$ cat src/rtl/byte_strip_pkg.sv
// Symbol codes and framing helpers shared by the byte striper.
package byte_strip_pkg;

    // Framing / control symbol codes (compared on D[7:0] only)
    localparam logic [7:0] STP = 8'hFB;
    localparam logic [7:0] SDP = 8'h5C;
    localparam logic [7:0] END = 8'hFD;
    localparam logic [7:0] EDB = 8'hFE;
    localparam logic [7:0] COM = 8'hBC;
    localparam logic [7:0] SKP = 8'h1C;
    localparam logic [7:0] IDL = 8'h7C;

    // Packet-start codes: legal only in lane 0
    function automatic logic is_start_sym(input logic [7:0] d);
        return (d == STP) || (d == SDP);
    endfunction

    // Packet-end codes: legal only in the last lane
    function automatic logic is_end_sym(input logic [7:0] d);
        return (d == END) || (d == EDB);
    endfunction

endpackage

$ cat src/rtl/byte_strip_out_reg.sv
// One-deep output register with ready/valid. A load always wins, so a word
// being handed off downstream can be replaced by the next one on the same edge.
module byte_strip_out_reg #(
    parameter int W = 8
) (
    input  logic         CLK,
    input  logic         RST_N,
    input  logic         load,
    input  logic [W-1:0] din,
    input  logic         out_ready,
    output logic         out_valid,
    output logic [W-1:0] q
);

    // Hold the word until taken; a new load replaces it and keeps valid high
    always_ff @(posedge CLK or negedge RST_N) begin
        if (!RST_N) begin
            out_valid <= 1'b0;
            q         <= '0;
        end else if (load) begin
            out_valid <= 1'b1;
            q         <= din;
        end else if (out_valid && out_ready) begin
            out_valid <= 1'b0;
        end
    end

endmodule

$ cat src/rtl/byte_strip_lanes.sv
// Byte striper: deals an input symbol stream round-robin over LANES lanes,
// checks lane placement of framing K-symbols, and emits one parallel word.
// Optional build macro BYTE_STRIP_ERR_CNT_EN adds ERR_CLR / ERR_CNT[15:0],
// a saturating violation counter.
module byte_strip_lanes
    import byte_strip_pkg::*;
#(
    parameter int LANES = 4,
    parameter int BITS  = 8
) (
    input  logic                  CLK,
    input  logic                  RST_N,
    input  logic [BITS-1:0]       D,
    input  logic                  DK,
    input  logic                  IN_VALID,
    output logic                  IN_READY,
    output logic [LANES*BITS-1:0] LANE_DATA,
    output logic [LANES-1:0]      LANE_K,
    output logic [LANES-1:0]      LANE_ERR,
    output logic                  OUT_VALID,
    input  logic                  OUT_READY,
`ifdef BYTE_STRIP_ERR_CNT_EN
    input  logic                  ERR_CLR,
    output logic [15:0]           ERR_CNT,
`endif
    output logic                  ERR
);

    localparam int LW = $clog2(LANES);
    localparam int SW = BITS + 2;            // per-lane slot: {err, k, data}
    localparam logic [LW-1:0] LAST = LW'(LANES - 1);

    logic [LW-1:0]                 cnt;
    logic [LANES-2:0][BITS-1:0]    stg_d;
    logic [LANES-2:0]              stg_k;
    logic [LANES-2:0]              stg_e;
    logic [LANES-1:0][SW-1:0]      word_d;
    logic [LANES-1:0][SW-1:0]      word_q;
    logic                          last;
    logic                          acc;
    logic                          viol;
    logic                          load;

    assign last     = (cnt == LAST);
    // Only the closing symbol of a word needs the output register free
    assign IN_READY = !(last && OUT_VALID && !OUT_READY);
    assign acc      = IN_VALID && IN_READY;
    assign load     = acc && last;
    assign viol     = DK && ((is_start_sym(D[7:0]) && (cnt != '0)) ||
                             (is_end_sym(D[7:0])   && !last));

    // Lane counter advances only on accepted symbols; power-of-two wraps itself
    always_ff @(posedge CLK or negedge RST_N) begin
        if (!RST_N) cnt <= '0;
        else if (acc) cnt <= cnt + 1'b1;
    end

    // Staging for lanes 0..LANES-2; the last lane comes straight from D
    always_ff @(posedge CLK or negedge RST_N) begin
        if (!RST_N) begin
            stg_d <= '0;
            stg_k <= '0;
            stg_e <= '0;
        end else if (acc && !last) begin
            stg_d[cnt] <= D;
            stg_k[cnt] <= DK;
            stg_e[cnt] <= viol;
        end
    end

    // Assemble the full word and fan the registered word back out per lane
    for (genvar i = 0; i < LANES; i++) begin : g_lane
        if (i < LANES - 1) begin : g_stg
            assign word_d[i] = {stg_e[i], stg_k[i], stg_d[i]};
        end else begin : g_in
            assign word_d[i] = {viol, DK, D};
        end
        assign LANE_DATA[i*BITS +: BITS] = word_q[i][BITS-1:0];
        assign LANE_K[i]                 = word_q[i][BITS];
        assign LANE_ERR[i]               = word_q[i][BITS+1];
    end

    byte_strip_out_reg #(.W(LANES*SW)) u_out (
        .CLK       (CLK),
        .RST_N     (RST_N),
        .load      (load),
        .din       (word_d),
        .out_ready (OUT_READY),
        .out_valid (OUT_VALID),
        .q         (word_q)
    );

    // ERR pulses the cycle after a misplaced framing symbol is accepted
    always_ff @(posedge CLK or negedge RST_N) begin
        if (!RST_N) ERR <= 1'b0;
        else ERR <= acc && viol;
    end

`ifdef BYTE_STRIP_ERR_CNT_EN
    // Saturating violation count; clear takes priority over increment
    always_ff @(posedge CLK or negedge RST_N) begin
        if (!RST_N) ERR_CNT <= '0;
        else if (ERR_CLR) ERR_CNT <= '0;
        else if (acc && viol && (ERR_CNT != 16'hFFFF)) ERR_CNT <= ERR_CNT + 16'd1;
    end
`endif

endmodule

$ cat config.mk
export PLATFORM = sky130hd
export DESIGN_NAME = byte_strip_lanes
export DESIGN_NICKNAME = d
export VERILOG_FILES = /design/src/rtl/byte_strip_pkg.sv /design/src/rtl/byte_strip_out_reg.sv /design/src/rtl/byte_strip_lanes.sv
export SDC_FILE = /design/constraint.sdc
export NUM_CORES = 1
export LEC_CHECK = 0
export BUFFER_PORTS_ARGS = -buffer_cell sky130_fd_sc_hd__buf_2
export CELL_PAD_IN_SITES_DETAIL_PLACEMENT = 1
export CELL_PAD_IN_SITES_GLOBAL_PLACEMENT = 1
export CORE_ASPECT_RATIO = 1.4
export CORE_MARGIN = 4
export CORE_UTILIZATION = 45
export CTS_BUF_LIST = sky130_fd_sc_hd__clkbuf_16
export DETAILED_ROUTE_END_ITERATION = 7
export HOLD_SLACK_MARGIN = 0.12
export PLACE_DENSITY = 0.84
export SLEW_MARGIN = 20
export SYNTH_ARGS = -nofsm -noshare
export SYNTH_HDL_FRONTEND = slang
export SYNTH_SLANG_ARGS = --single-unit
$ cat constraint.sdc
create_clock -name CLK -period 1.9 [get_ports CLK]
set_input_delay 0.095 -clock CLK [delete_from_list [all_inputs] [get_ports CLK]]
set_output_delay 0.095 -clock CLK [all_outputs]
set_load 0.02 [all_outputs]
# Word-level counts from Yosys, hierarchy flattened
# Cells that the tools add are included.
dict set report totals {
  output_inout_bits 43
  in_bits 13
  register_bits 74
  word_cells 45
}
dict set report op_classes {
  reduce_logical 19
  magnitude_cmp 2
  n_eq_ne 5
  n_addsub 1
  mux 9
}
# cell count
set ops {}
lappend ops {{24-bit bitwise mux} 1}
lappend ops {{8-bit == test, second input constant} 3}
lappend ops {{8-bit demux with 2-bit select} 1}
lappend ops {{1-bit logical AND} 11}
lappend ops {{8-bit by 7-bit == test with 1-bit output, second input constant} 1}
lappend ops {{8-bit two-way mux} 1}
lappend ops {{3-bit bitwise mux} 2}
lappend ops {{2-bit nonzero test} 2}
lappend ops {{1-bit zero test} 3}
lappend ops {{1-bit logical OR} 3}
lappend ops {{2-bit by 3-bit < comparator with 1-bit output, second input constant} 1}
lappend ops {{1-bit two-way mux} 3}
lappend ops {{2-bit by 1-bit adder with 2-bit output, second input constant} 1}
lappend ops {{1-bit demux with 2-bit select} 1}
lappend ops {{2-bit == test, second input constant} 1}
lappend ops {{2-bit by 1-bit >= comparator with 1-bit output, second input constant} 1}

# Longest topological paths before layout
dict set report depth {
  word_depth 7
  depth_mapped 6
  depth_no_buf 5
}

# Hierarchy
# A second synthesis with hierarchy kept.
dict set report hier_totals {
  cells_unflattened 188
  hier_area_um2 3121.7
}
# mod instances seq_area_each_um2 cells_per_inst area_per_inst_um2
set modules_own_cells {}
lappend modules_own_cells {byte_strip_out_reg 1 1026.0 88 1725.4}
lappend modules_own_cells {byte_strip_lanes 1 825.8 100 1396.3}

# Least setup slack after synthesis
# OpenSTA, ideal clock, no wires.
dict set report synth_timing {
  path_kind {reg2reg}
  start {register cnt[0]}
  end {register u_out.q[10]}
  stages_incl_launch_ff 6
  setup_time_ps 125
  synth_period_minus_slack_ps 1773
  arrival_ps 1648
  path_buffers 1
  t_required_ps 1775
  path_slack_ps 127
  path_cell_list {dfrtp_1 ha_1 nand3b_1 nand3_1 buf_4 mux2_2}
}
dict set report synth_via {
  elab_chain_len 6
}
# item line_no
set synth_lines {}
lappend synth_lines {{from (decl)} byte_strip_lanes.sv:33} ;# logic [LW-1:0] cnt;
lappend synth_lines {{from (signal assigned)} byte_strip_lanes.sv:55} ;# else if (acc) cnt <= cnt + 1'b1;
lappend synth_lines {{2-bit == test} byte_strip_lanes.sv:44} ;# assign last = (cnt == LAST);
lappend synth_lines {{1-bit logical AND (2 in series)} byte_strip_lanes.sv:46} ;# assign IN_READY = !(last && OUT_VALID && !OUT_READY);
lappend synth_lines {{1-bit zero test} byte_strip_lanes.sv:46}
lappend synth_lines {{via IN_READY} byte_strip_lanes.sv:16} ;# output logic IN_READY,
lappend synth_lines {{1-bit logical AND} byte_strip_lanes.sv:47} ;# assign acc = IN_VALID && IN_READY;
lappend synth_lines {{1-bit logical AND} byte_strip_lanes.sv:48} ;# assign load = acc && last;
lappend synth_lines {{to (signal assigned)} byte_strip_out_reg.sv:22} ;# q <= din;
lappend synth_lines {{to (decl)} byte_strip_out_reg.sv:12} ;# output logic [W-1:0] q
# The timed path passes the listed nets, and every way through them passes these cells.
# A chain may end at the register's enable or synchronous reset.

# Final worst setup path
dict set report layout_timing {
  start {register cnt[0]}
  end {register stg_k[2]}
}
dict set report layout_via {
  elab_chain_len 6
  elab_cells_between_ends 13
  classes_between {2 x order compare; 1 x eq/ne; 3 x mux; 7 x reduce/logical}
}
# item line_no
set layout_lines {}
lappend layout_lines {{branches (longest 6 deep; another with 2-bit by 3-bit < comparator with 1-bit output)} n/a}
lappend layout_lines {{to (signal assigned)} byte_strip_lanes.sv:62} ;# stg_k <= '0;
lappend layout_lines {{to (signal, indexed assignment)} byte_strip_lanes.sv:66} ;# stg_k[cnt] <= DK;
lappend layout_lines {{to (decl)} byte_strip_lanes.sv:35} ;# logic [LANES-2:0] stg_k;
# Parallel ways; which one is timed is not known.

==> metrics.cfg <==
[drt]
drt_iter0_markers = 86
drt_wl_total_um = 6920
drtAntennaViolNets = 0
dr.pass1.iters = 4
drc_errors = 0
via_count = 1818
wl_per_cell_um = 20.5
drt-vias-per-instance = 5.38

[logic_synthesis]
synth_common_cells = dfrtp_1 (74), mux2_2 (66), nand2_1 (9)
synth_edf_count = 0
netlist_top_cells_area = dfrtp_1 (64%), mux2_2 (26%), ha_1 (1.7%)
yosysSeqAreaShare = 0.636
synthCells = 189
synth_cell_types = 23
netlist_area_um2 = 2910
synth_largest_area_cell = dfrtp_1
synth_ff_type = dfrtp_1
ys_seq_elements = 74
yosysTopAreaCellShare = 0.636
syn_avg_cell_area_um2 = 15.4
yosysWarningCount = 0
synthArstFlopShare = 1.00
post-synth-top-count-cell = dfrtp_1
syn-num-nets = 206

[clock_network]
cts.sinks = 74
htreeDepth = 3
path_clk_slew_ns = 0.06
cts_made_buffers = 9
clk_path_buf_depth = 2
cts_tree = yes
clk_latency_ns = 0.34
post_cts_buffers = 0
cts-resized-gates = 0
root_buffer = clkbuf_16

[die]
die-area_um2 = 7840
core_um2 = 6250
start_util = 0.466
die_w_um = 76.0
die_h_um = 103
pin_count = 56
rows = 34

[setup_path]
critPathMaxFanout = 11
worstPathCellList = ha_1, nor2b_1, nand2_1, mux2_2
cpMaxStageDelayCell = dfrtp_1
path_class = reg -> reg
slowest_delay_ns = 0.42
required_ns = 2.12
worstSetupStartpointType = register
arrival_ns = 2.04
endpoint_kind = register

[timing]
finalCritPeriodShare = 0.958
fin_crit_ns = 1.82
finalSetupViolations = 0
rsz0062_at_grt = true
fin_hold_ws_ns = 0.125
max_slew.worst_pin.slew_ns = 0.631
maxSlewHeadroom = 0.580
fmax_mhz = 550
finalSetupTns_ns = 0
hold_viol = 0
clock-skew-final_ns = 0.00948
maxSlewViolCount = 0

[hold_path]
hold_class = in -> reg

[global_routing]
grt_pass1_wl_um = 11400
antenna_found_initial = 0
grt_pass1_vias = 2090
track_usage = 0.193
gr-total-overflow = 0
grt_max_degree = 49

[placement]
placed_area_um2 = 3310
dp_hpwl_um = 4650
placed_cells = 315
portBuffers = 55
gp_congestion = 0.764

[power]
power.leakage_nw = 1.77
ir_drop_mv = 1.03
power.density_nw_per_um2 = 1900

[layout]
nets = 278
num-fill-cells = 629
syn_to_final_growth_pct = 27.1
final_cells = 338
antenna_cells = 0
fin_area_um2 = 3700
drive_gt1_frac = 0.549

[job]
cap_violations = 0

[status]
status = completed

==> registers in the layout, summed over array words and instances, names as in the netlist <==
signal / flops
u_out.q: 40
stg_d: 24
stg_e: 3
stg_k: 3
cnt: 2
ERR: 1
u_out.out_valid: 1
==> cells in the final DEF (no fill, tap or decap), types with 2 or more instances in the layout <==
cell,n
dlygate4sd3_1,7
xnor2_1,2
mux2_2,66
inv_1,4
ha_1,4
mux2i_1,3
clkbuf_16,9
buf_12,2
buf_4,3
nor2_1,3
clkinv_4,2
buf_2,55
a21oi_1,3
dfrtp_1,74
bufinv_16,2
nand2_1,9
nand3_1,2
or4_1,2
clkinvlp_4,2
==> critical path: cells and delay by family, from the launching register on <==
kind | cells | cell delay, ns
adders and majority gates | 1 | 0.28
DFF | 1 | 0.42
muxes | 1 | 0.39
and+or+nand+nor | 2 | 0.61
==> report_power, final <==
part	total (W)	internal (W)	switching, W
Sequential	0.00276	0.00235	0.000416
Combinational	0.00243	0.00114	0.00129
Clock	0.00184	0.00116	0.000681
Total	0.00703	0.00465	0.00239
==> timing repair <==
action / 4_1_cts / 5_1_grt
endpoints found under the setup margin: 0 / 17
hold buffers: 7 / 0
hold endpoints to repair: 39 / 0
==> layout make-up <==
type / count / area [µm²] / share of cell area
repair buffers: 67 / 408 / 0.110
flip-flops and latches: 74 / 1850 / 0.500
clock inverters: 7 / 101 / 0.0274
well taps: 72 / 90.1 / 0.0243
multi-input cells: 105 / 1010 / 0.273
inverters: 4 / 15.0 / 0.00406
clock buffers: 9 / 225 / 0.0608
==> cell families (layout without fill, tap and decap cells) <==
family	after synthesis	count (layout)	synth area share
simple gates	23	23	0.0412
xor+xnor	2	2	0.00601
compound gates	7	7	0.0155
flops	74	74	0.636
buf+inv	10	87	0.0189
fa+ha+maj	4	4	0.0172
mux	69	69	0.265
==> per-layer routing <==
metal,up-vias,global-route usage,part of all wire
met5,-,0,0
met4,0,0.0808,0.023
met3,14,0.0624,0.039
met2,40,0.340,0.55
met1,957,0.216,0.39
li1,807,-,-
==> final timing paths <==
| check | from | endpoint | slack (ns) | depth (start not counted) |
|---|---|---|---|---|
| max | cnt[0] | stg_k[2] | 0.08 | 4 |
| min | D[2] | u_out.q[32] | 0.13 | 2 |
| max reg2reg | cnt[0] | stg_k[2] | 0.08 | 4 |
| min reg2reg | u_out.q[9] | u_out.q[9] | 0.50 | 1 |
| max in group asynchronous | RST_N | stg_d[7] | 0.88 | 3 |
| min in group asynchronous | RST_N | u_out.q[35] | 0.34 | 2 |
==> metrics by stage <==
| stage | power (W) | setup slack, ns | util |
|---|---|---|---|
| finish | 0.00703 | 0.0803 | 0.592 |
| global route | 0.00744 | -0.0641 | 0.592 |
| CTS | 0.00712 | 0.107 | 0.592 |
| detailed placement | 0.00522 | 0.0886 | 0.529 |
| global placement | 0.00504 | 0.170 | 0.529 |
| floorplan | 0.00434 | 0.127 | - |
Note: power is estimated with default switching activity, not from simulation.
